--- src/rtl/reorder_buffer.sv ---
// Reorder buffer: in-order retirement of out-of-order results, with operand
// bypass queries, store retirement signalling and branch-mispredict rollback.
module reorder_buffer #(
  parameter int ROB_SIZE = 16,
  parameter int POS_W    = 4
) (
  input  logic             clk,
  input  logic             rst,
  input  logic             rdy,

  input  logic             issue,
  input  logic [1:0]       issue_type,
  input  logic [4:0]       issue_rd,
  input  logic             issue_pred_jump,
  input  logic [31:0]      issue_pc,
  output logic             full,
  output logic [POS_W-1:0] tail_pos,

  input  logic             alu_wb,
  input  logic [POS_W-1:0] alu_pos,
  input  logic [31:0]      alu_val,
  input  logic             alu_jump,
  input  logic [31:0]      alu_target,
  input  logic             lsb_wb,
  input  logic [POS_W-1:0] lsb_pos,
  input  logic [31:0]      lsb_val,

  input  logic [POS_W-1:0] q1_pos,
  input  logic [POS_W-1:0] q2_pos,
  output logic             q1_ready,
  output logic             q2_ready,
  output logic [31:0]      q1_val,
  output logic [31:0]      q2_val,

  output logic             commit,
  output logic [4:0]       commit_rd,
  output logic [31:0]      commit_val,
  output logic [POS_W-1:0] commit_rob_pos,
  output logic             store_commit,

  output logic             rollback,
  output logic [31:0]      rollback_pc
);

  localparam logic [1:0]       TYPE_REG    = 2'd0;
  localparam logic [1:0]       TYPE_BRANCH = 2'd1;
  localparam logic [1:0]       TYPE_STORE  = 2'd2;
  localparam int               CNT_W       = POS_W + 1;
  localparam logic [POS_W-1:0] POS_ZERO    = {POS_W{1'b0}};
  localparam logic [POS_W-1:0] POS_ONE     = {{(POS_W-1){1'b0}}, 1'b1};
  localparam logic [CNT_W-1:0] CNT_ZERO    = {CNT_W{1'b0}};
  localparam logic [CNT_W-1:0] CNT_ONE     = {{POS_W{1'b0}}, 1'b1};
  localparam logic [CNT_W-1:0] CNT_FULL    = CNT_W'(ROB_SIZE);

  // Entry storage
  logic [ROB_SIZE-1:0] busy_r;
  logic [ROB_SIZE-1:0] ready_r;
  logic [ROB_SIZE-1:0] pred_jump_r;
  logic [ROB_SIZE-1:0] real_jump_r;
  logic [1:0]          type_r   [ROB_SIZE];
  logic [4:0]          rd_r     [ROB_SIZE];
  logic [31:0]         val_r    [ROB_SIZE];
  logic [31:0]         target_r [ROB_SIZE];

  logic [POS_W-1:0]    head_r;
  logic [POS_W-1:0]    tail_r;
  logic [CNT_W-1:0]    count_r;

  logic                commit_r;
  logic [4:0]          commit_rd_r;
  logic [31:0]         commit_val_r;
  logic [POS_W-1:0]    commit_rob_pos_r;
  logic                store_commit_r;
  logic                rollback_r;
  logic [31:0]         rollback_pc_r;

  logic                full_s;
  logic                do_commit_s;
  logic                mispredict_s;
  logic                do_issue_s;
  logic                do_alu_s;
  logic                do_lsb_s;
  logic [4:0]          commit_rd_s;
  logic [CNT_W-1:0]    count_nxt_s;

  assign full_s         = (count_r == CNT_FULL);
  assign full           = full_s;
  assign tail_pos       = tail_r;
  assign commit         = commit_r;
  assign commit_rd      = commit_rd_r;
  assign commit_val     = commit_val_r;
  assign commit_rob_pos = commit_rob_pos_r;
  assign store_commit   = store_commit_r;
  assign rollback       = rollback_r;
  assign rollback_pc    = rollback_pc_r;

  // Per-cycle decisions, all taken from pre-update state (full is pre-commit)
  always_comb begin
    do_commit_s  = busy_r[head_r] & ready_r[head_r] & ~rollback_r;
    mispredict_s = do_commit_s & (type_r[head_r] == TYPE_BRANCH) &
                   (pred_jump_r[head_r] != real_jump_r[head_r]);
    do_issue_s   = issue & ~full_s & ~rollback_r;
    do_alu_s     = alu_wb & busy_r[alu_pos] & ~rollback_r;
    do_lsb_s     = lsb_wb & busy_r[lsb_pos] & ~rollback_r &
                   ~(alu_wb & (alu_pos == lsb_pos));
    if (type_r[head_r] == TYPE_STORE) begin
      commit_rd_s = 5'd0;
    end else begin
      commit_rd_s = rd_r[head_r];
    end
    case ({do_issue_s, do_commit_s})
      2'b10:   count_nxt_s = count_r + CNT_ONE;
      2'b01:   count_nxt_s = count_r - CNT_ONE;
      default: count_nxt_s = count_r;
    endcase
  end

  // Operand queries: stored result first, then same-cycle ALU, then LSB bypass
  always_comb begin
    q1_ready = 1'b0;
    q1_val   = 32'd0;
    q2_ready = 1'b0;
    q2_val   = 32'd0;
    if (ready_r[q1_pos]) begin
      q1_ready = 1'b1;
      q1_val   = val_r[q1_pos];
    end else if (alu_wb && (alu_pos == q1_pos)) begin
      q1_ready = 1'b1;
      q1_val   = alu_val;
    end else if (lsb_wb && (lsb_pos == q1_pos)) begin
      q1_ready = 1'b1;
      q1_val   = lsb_val;
    end else begin
      q1_ready = 1'b0;
      q1_val   = 32'd0;
    end
    if (ready_r[q2_pos]) begin
      q2_ready = 1'b1;
      q2_val   = val_r[q2_pos];
    end else if (alu_wb && (alu_pos == q2_pos)) begin
      q2_ready = 1'b1;
      q2_val   = alu_val;
    end else if (lsb_wb && (lsb_pos == q2_pos)) begin
      q2_ready = 1'b1;
      q2_val   = lsb_val;
    end else begin
      q2_ready = 1'b0;
      q2_val   = 32'd0;
    end
  end

  // Entry array update; the commit clear is last so it overrides a same-slot writeback
  always_ff @(posedge clk) begin
    if (rst) begin
      busy_r      <= {ROB_SIZE{1'b0}};
      ready_r     <= {ROB_SIZE{1'b0}};
      pred_jump_r <= {ROB_SIZE{1'b0}};
      real_jump_r <= {ROB_SIZE{1'b0}};
      for (int i = 0; i < ROB_SIZE; i++) begin
        type_r[i]   <= TYPE_REG;
        rd_r[i]     <= 5'd0;
        val_r[i]    <= 32'd0;
        target_r[i] <= 32'd0;
      end
    end else if (rdy) begin
      if (mispredict_s) begin
        busy_r  <= {ROB_SIZE{1'b0}};
        ready_r <= {ROB_SIZE{1'b0}};
      end else begin
        if (do_alu_s) begin
          ready_r[alu_pos]     <= 1'b1;
          val_r[alu_pos]       <= alu_val;
          real_jump_r[alu_pos] <= alu_jump;
          target_r[alu_pos]    <= alu_target;
        end
        if (do_lsb_s) begin
          ready_r[lsb_pos] <= 1'b1;
          val_r[lsb_pos]   <= lsb_val;
        end
        if (do_issue_s) begin
          busy_r[tail_r]      <= 1'b1;
          ready_r[tail_r]     <= (issue_type == TYPE_STORE);
          type_r[tail_r]      <= issue_type;
          rd_r[tail_r]        <= issue_rd;
          val_r[tail_r]       <= 32'd0;
          pred_jump_r[tail_r] <= issue_pred_jump;
          real_jump_r[tail_r] <= 1'b0;
          target_r[tail_r]    <= issue_pc + 32'd4;
        end
        if (do_commit_s) begin
          busy_r[head_r]  <= 1'b0;
          ready_r[head_r] <= 1'b0;
        end
      end
    end
  end

  // Pointers, occupancy and the registered commit/rollback outputs
  always_ff @(posedge clk) begin
    if (rst) begin
      head_r           <= POS_ZERO;
      tail_r           <= POS_ZERO;
      count_r          <= CNT_ZERO;
      commit_r         <= 1'b0;
      commit_rd_r      <= 5'd0;
      commit_val_r     <= 32'd0;
      commit_rob_pos_r <= POS_ZERO;
      store_commit_r   <= 1'b0;
      rollback_r       <= 1'b0;
      rollback_pc_r    <= 32'd0;
    end else if (rdy) begin
      commit_r       <= do_commit_s;
      store_commit_r <= do_commit_s & (type_r[head_r] == TYPE_STORE);
      rollback_r     <= mispredict_s;
      if (do_commit_s) begin
        commit_rd_r      <= commit_rd_s;
        commit_val_r     <= val_r[head_r];
        commit_rob_pos_r <= head_r;
      end
      if (mispredict_s) begin
        rollback_pc_r <= target_r[head_r];
        head_r        <= POS_ZERO;
        tail_r        <= POS_ZERO;
        count_r       <= CNT_ZERO;
      end else begin
        if (do_commit_s) begin
          head_r <= head_r + POS_ONE;
        end
        if (do_issue_s) begin
          tail_r <= tail_r + POS_ONE;
        end
        count_r <= count_nxt_s;
      end
    end
  end

endmodule

--- config.mk ---
export PLATFORM = sky130hd
export DESIGN_NAME = reorder_buffer
export DESIGN_NICKNAME = d
export VERILOG_FILES = /design/src/rtl/reorder_buffer.sv
export SDC_FILE = /design/constraint.sdc
export NUM_CORES = 2
export LEC_CHECK = 0
export ABC_CLOCK_PERIOD_IN_PS = 6300
export BUFFER_PORTS_ARGS = -buffer_cell sky130_fd_sc_hd__buf_2
export CAP_MARGIN = 25
export CORE_ASPECT_RATIO = 0.5
export CORE_MARGIN = 4
export CORE_UTILIZATION = 38
export DETAILED_ROUTE_END_ITERATION = 10
export GPL_TIMING_DRIVEN = 0
export SLEW_MARGIN = 20
export SYNTH_ARGS = -nofsm -noshare
export SYNTH_HDL_FRONTEND = slang
export SYNTH_SLANG_ARGS = --single-unit
--- constraint.sdc ---
create_clock -name clk -period 6.3 [get_ports clk]
set_input_delay 0.63 -clock clk [delete_from_list [all_inputs] [get_ports clk]]
set_output_delay 0.63 -clock clk [all_outputs]
set_load 0.01 [all_outputs]
==> results_tabular.tex <==
\begin{tabular}{lr}
\hline
Metric & Value \\
\hline
\multicolumn{2}{l}{\textbf{GRT}} \\
\quad Maximum number of pins on one net before global-route repair & 33 \\
\quad Global-route wire length before repair & 577 mm \\
\quad Tot GR Track Use & 0.420 \\
\quad Number of global-route vias before repair & 63696 \\
\quad Total grt overflow & 0 \\
\quad Number of antenna violations at the first check in global routing & 36 \\
\multicolumn{2}{l}{\textbf{Die}} \\
\quad Die outline area & a little over 200000 sq um \\
\quad Core Region & just under 200000 sq um \\
\quad Height of the die & 320 um \\
\quad Initial Util & 0.382 \\
\quad Number of primary I/O pins & 306 \\
\quad Horizontal die dimension & $\sim$630 um \\
\quad \# rows & around 110 \\
\multicolumn{2}{l}{\textbf{Cells and area}} \\
\quad Layout cells sized above 1 & 0.260 \\
\quad Final non-filler cell total & 9285 \\
\quad Most common cell after layout, fill and taps aside & sky130\_fd\_sc\_hd\_\_mux4\_2 \\
\quad Area growth from synthesis to layout & 16.2\% \\
\quad Most frequent cells in the layout & sky130\_fd\_sc\_hd\_\_mux4\_2 (704), sky130\_fd\_sc\_hd\_\_o2bb2ai\_1 (670), sky130\_fd\_sc\_hd\_\_dfxtp\_1 (669) \\
\quad Core utilization of the finished layout & 0.444 \\
\quad Fillers & 17877 \\
\quad Post-layout net count & roughly 6700 \\
\multicolumn{2}{l}{\textbf{Clock tree}} \\
\quad Number of buffers on the longest clock path & 4 \\
\quad Worst-skew pair later-pin latency & 850 ps \\
\quad Post-CTS setup buffer count & 0 \\
\quad TritonCTS clock tree & yes \\
\quad CTS HTree Levels & 4 \\
\quad Clock transition at path regs & about 70 ps \\
\quad Clock Root Buffer & sky130\_fd\_sc\_hd\_\_clkbuf\_16 \\
\quad Count of cells resized by post-cts repair & 0 \\
\quad Cts hold-fix bufs & 0 \\
\quad Number of CTS-inserted buffers & 141 \\
\quad Number of sinks handled by clock tree synthesis & $\sim$1300 \\
\multicolumn{2}{l}{\textbf{Timing}} \\
\quad Headroom to the max-slew limit & 0.0942 \\
\quad Total count of hold-check failures in the final report & 0 \\
\quad Transition time of the tightest slew-check pin & 1360 ps \\
\quad FMAX & roughly 0.17 GHz \\
\quad Shortest period the worst path allows & 5920 ps \\
\quad Number of pins exceeding their max-slew limit in the final report & 0 \\
\quad Post-route clock period utilization & 0.940 \\
\quad Final setup violation count & 0 \\
\quad Setup repair after global routing missed its margin & false \\
\quad Post-Route Skew & roughly 53 ps \\
\quad Worst hold slack after final layout & 205 ps \\
\multicolumn{2}{l}{\textbf{Critical path}} \\
\quad Kind of launch point of the worst setup path & flop \\
\quad Setup CP Type & reg -> reg \\
\quad Arrival time reported for the critical path endpoint & 6620 ps \\
\quad Required time of the critical path & 7000 ps \\
\quad Crit-path most repeated cell & sky130\_fd\_sc\_hd\_\_buf\_2 \\
\quad Type of element capturing the critical path & flop \\
\quad Crit-path max cell delay & 1020 ps \\
\quad Critical path buffers and inverters & 5 \\
\quad Largest fanout on the critical path & 10 \\
\quad Worst-path cell chain & buf\_2 > buf\_6 > buf\_2 > inv\_1 > nand3\_1 > and3\_1 > o21ai\_2 > o311ai\_1 > nand2\_1 > clkbuf\_1 > o22ai\_1 \\
\quad Library cell contributing the largest single delay on the critical path & sky130\_fd\_sc\_hd\_\_nand2\_1 \\
\quad Cell family contributing the most delay on the critical path & buffers and inverters \\
\multicolumn{2}{l}{\textbf{Place}} \\
\quad Port-buffer cells & 206 \\
\quad HPWL after DPL & between 300 and 400 mm \\
\quad GPL Wtd Cong & 1.08 \\
\quad Number of instances in the placed design & $\sim$9000 \\
\multicolumn{2}{l}{\textbf{Detailed routing}} \\
\quad Wire length reported by the detailed router & 439 mm \\
\quad DRC marker count from the first detailed-route iteration & 14068 \\
\quad Residual DRC count & 2 \\
\quad Highest metal layer with signal wires & met5 \\
\quad Router iterations before antenna repair & 10 \\
\quad Post-detailed-route wirelength per cell & between 40 and 50 um \\
\quad M1 wire length & 164 mm \\
\quad DR WL met2 & 173 mm \\
\quad Met3 routed WL & between 70 and 80 mm \\
\quad Total via count after detailed routing & around 70000 \\
\quad Antenna-violating nets left & 0 \\
\quad Post-DR vias/cell & 7.52 \\
\multicolumn{2}{l}{\textbf{Yosys}} \\
\quad Seq/Total Area, Yosys & 0.435 \\
\quad Synthesized area per cell & 12.2 sq um \\
\quad Number of enable-type register cells in the synthesized netlist & 624 \\
\quad Distinct cell type count of the synthesized netlist & 89 \\
\quad Area of the mapped netlist & approximately 74000 sq um \\
\quad Async set-or-reset flop fraction in the synthesized netlist & 0 \\
\quad Gate count after technology mapping & 6034 \\
\quad Count of yosys warnings during synthesis & 0 \\
\quad Nets in the synthesized netlist & just over 6000 \\
\quad Register bit total from synthesis & 1293 \\
\quad Main flop type after synthesis & sky130\_fd\_sc\_hd\_\_dfxtp\_1 \\
\multicolumn{2}{l}{\textbf{Outcome}} \\
\quad Violated checks & DRC \\
\quad Outcome & finished with violations \\
\multicolumn{2}{l}{\textbf{Power}} \\
\quad Sw power & between 5 and 6 mW \\
\quad Sequential cell fraction of total power & 0.457 \\
\quad Proportion of total power due to net switching & 0.272 \\
\quad Power Density & 231 nW/um\^{}2 \\
\quad Clock Power Share & 0.449 \\
\quad Logic gate share of total power & 0.095 \\
\quad IR Drop Worst-Case VDD & slightly below 0.2 mV \\
\quad Static leakage power & 27.6 nW \\
\quad Design internal power & 14.5 mW \\
\multicolumn{2}{l}{\textbf{Worst hold path}} \\
\quad Min-delay worst type & in -> reg \\
\multicolumn{2}{l}{\textbf{Run}} \\
\quad Number of violations of the max-capacitance limit & 0 \\
\hline
\end{tabular}
[final cells by class]
cell class	count	area, sq um	area share
inverters	115	432	0.00503
plain buffers	880	3840	0.0448
clock inverters	38	567	0.00660
multi-input cells	3746	38200	0.445
repair buffers	357	3310	0.0385
diodes	40	100	0.00117
clock buffers	206	4010	0.0467
well taps	2610	3270	0.0380
flip-flops and latches	1293	32100	0.374
[Yosys cell counts (125+ instances only)]
cell type	number	area [sq um]
sky130_fd_sc_hd__a21oi_1	208	1040
sky130_fd_sc_hd__nand2_1	404	1520
sky130_fd_sc_hd__edfxtp_1	624	18700
sky130_fd_sc_hd__a32oi_1	157	1380
sky130_fd_sc_hd__dfxtp_1	669	13400
sky130_fd_sc_hd__a22oi_1	397	2980
sky130_fd_sc_hd__clkbuf_1	563	2110
sky130_fd_sc_hd__mux4_2	704	15900
sky130_fd_sc_hd__o22ai_1	168	1050
sky130_fd_sc_hd__buf_2	153	766
sky130_fd_sc_hd__buf_1	125	469
sky130_fd_sc_hd__o2bb2ai_1	670	5870
[through the flow]
step	area (sq um)	setup TNS [ps]	power, mW	setup WS (ps)
global route	85800	0	20.1	672
global placement	78200	-1095990	10.9	-3680
detailed placement	80900	0	11.0	926
floorplan	73900	0	10.1	1180
finish	85900	0	19.8	381
CTS	85400	0	19.6	901
[final timing paths]
check                      start              to  slack (ps)  depth (start not counted)
hold reg to reg   pred_jump_r[5]  pred_jump_r[5]         450                          2
hold / removal       issue_rd[0]     rd_r[13][0]         200                          2
setup / recovery       head_r[1]   val_r[10][17]         380                         11
setup reg to reg       head_r[1]   val_r[10][17]         380                         11
[metal layers]
metal,global-route usage,vias to the layer above
li1,-,25875
met1,0.546,35745
met2,0.563,6777
met3,0.207,1418
met4,0.232,50
met5,0.0234,-
[worst reg2reg max path, cell delays in order (launching register included)]
cell and delay, ps:
sky130_fd_sc_hd__dfxtp_1 370, sky130_fd_sc_hd__buf_2 400, sky130_fd_sc_hd__buf_6 270, sky130_fd_sc_hd__buf_2 660, sky130_fd_sc_hd__inv_1 270, sky130_fd_sc_hd__nand3_1 190
sky130_fd_sc_hd__and3_1 290, sky130_fd_sc_hd__o21ai_2 240, sky130_fd_sc_hd__o311ai_1 1020, sky130_fd_sc_hd__nand2_1 1030, sky130_fd_sc_hd__clkbuf_1 710, sky130_fd_sc_hd__o22ai_1 330
[power by group through the flow]
stage | clock (mW) | sequential [mW] | combinational [mW]
after CTS | 8.76 | 9.06 | 1.76
after detailed placement | 0 | 9.25 | 1.76
after global routing | 9.13 | 9.07 | 1.87
after floorplan | 0 | 9.21 | 0.902
after global placement | 0 | 9.26 | 1.66
final | 8.91 | 9.07 | 1.88
[logic make-up (layout without fill, tap and decap cells)]
family / Yosys count / count (layout) / synth area share
xor gates and xnor gates: 52 / 52 / 0.00652
buffers and inverters: 995 / 1596 / 0.0557
DFF: 1293 / 1293 / 0.435
AOI/OAI and AO/OA: 2073 / 2073 / 0.224
muxes: 738 / 738 / 0.219
and+or+nand+nor: 872 / 872 / 0.0576
adders and majority gates: 11 / 11 / 0.00186
other: 0 / 40 / 0
[flip-flops by register name, summed over array words and instances, names as in the netlist, named ones only]
name	flops
commit_rob_pos	4
commit	1
pred_jump_r	16
commit_val	32
busy_r	16
tail_pos	4
commit_rd	5
val_r	512
rd_r	80
rollback_pc	32
type_r	32
store_commit	1
real_jump_r	16
count_r	5
head_r	4
target_r	512
ready_r	16
rollback	1
(Power assumes the default switching activity.)
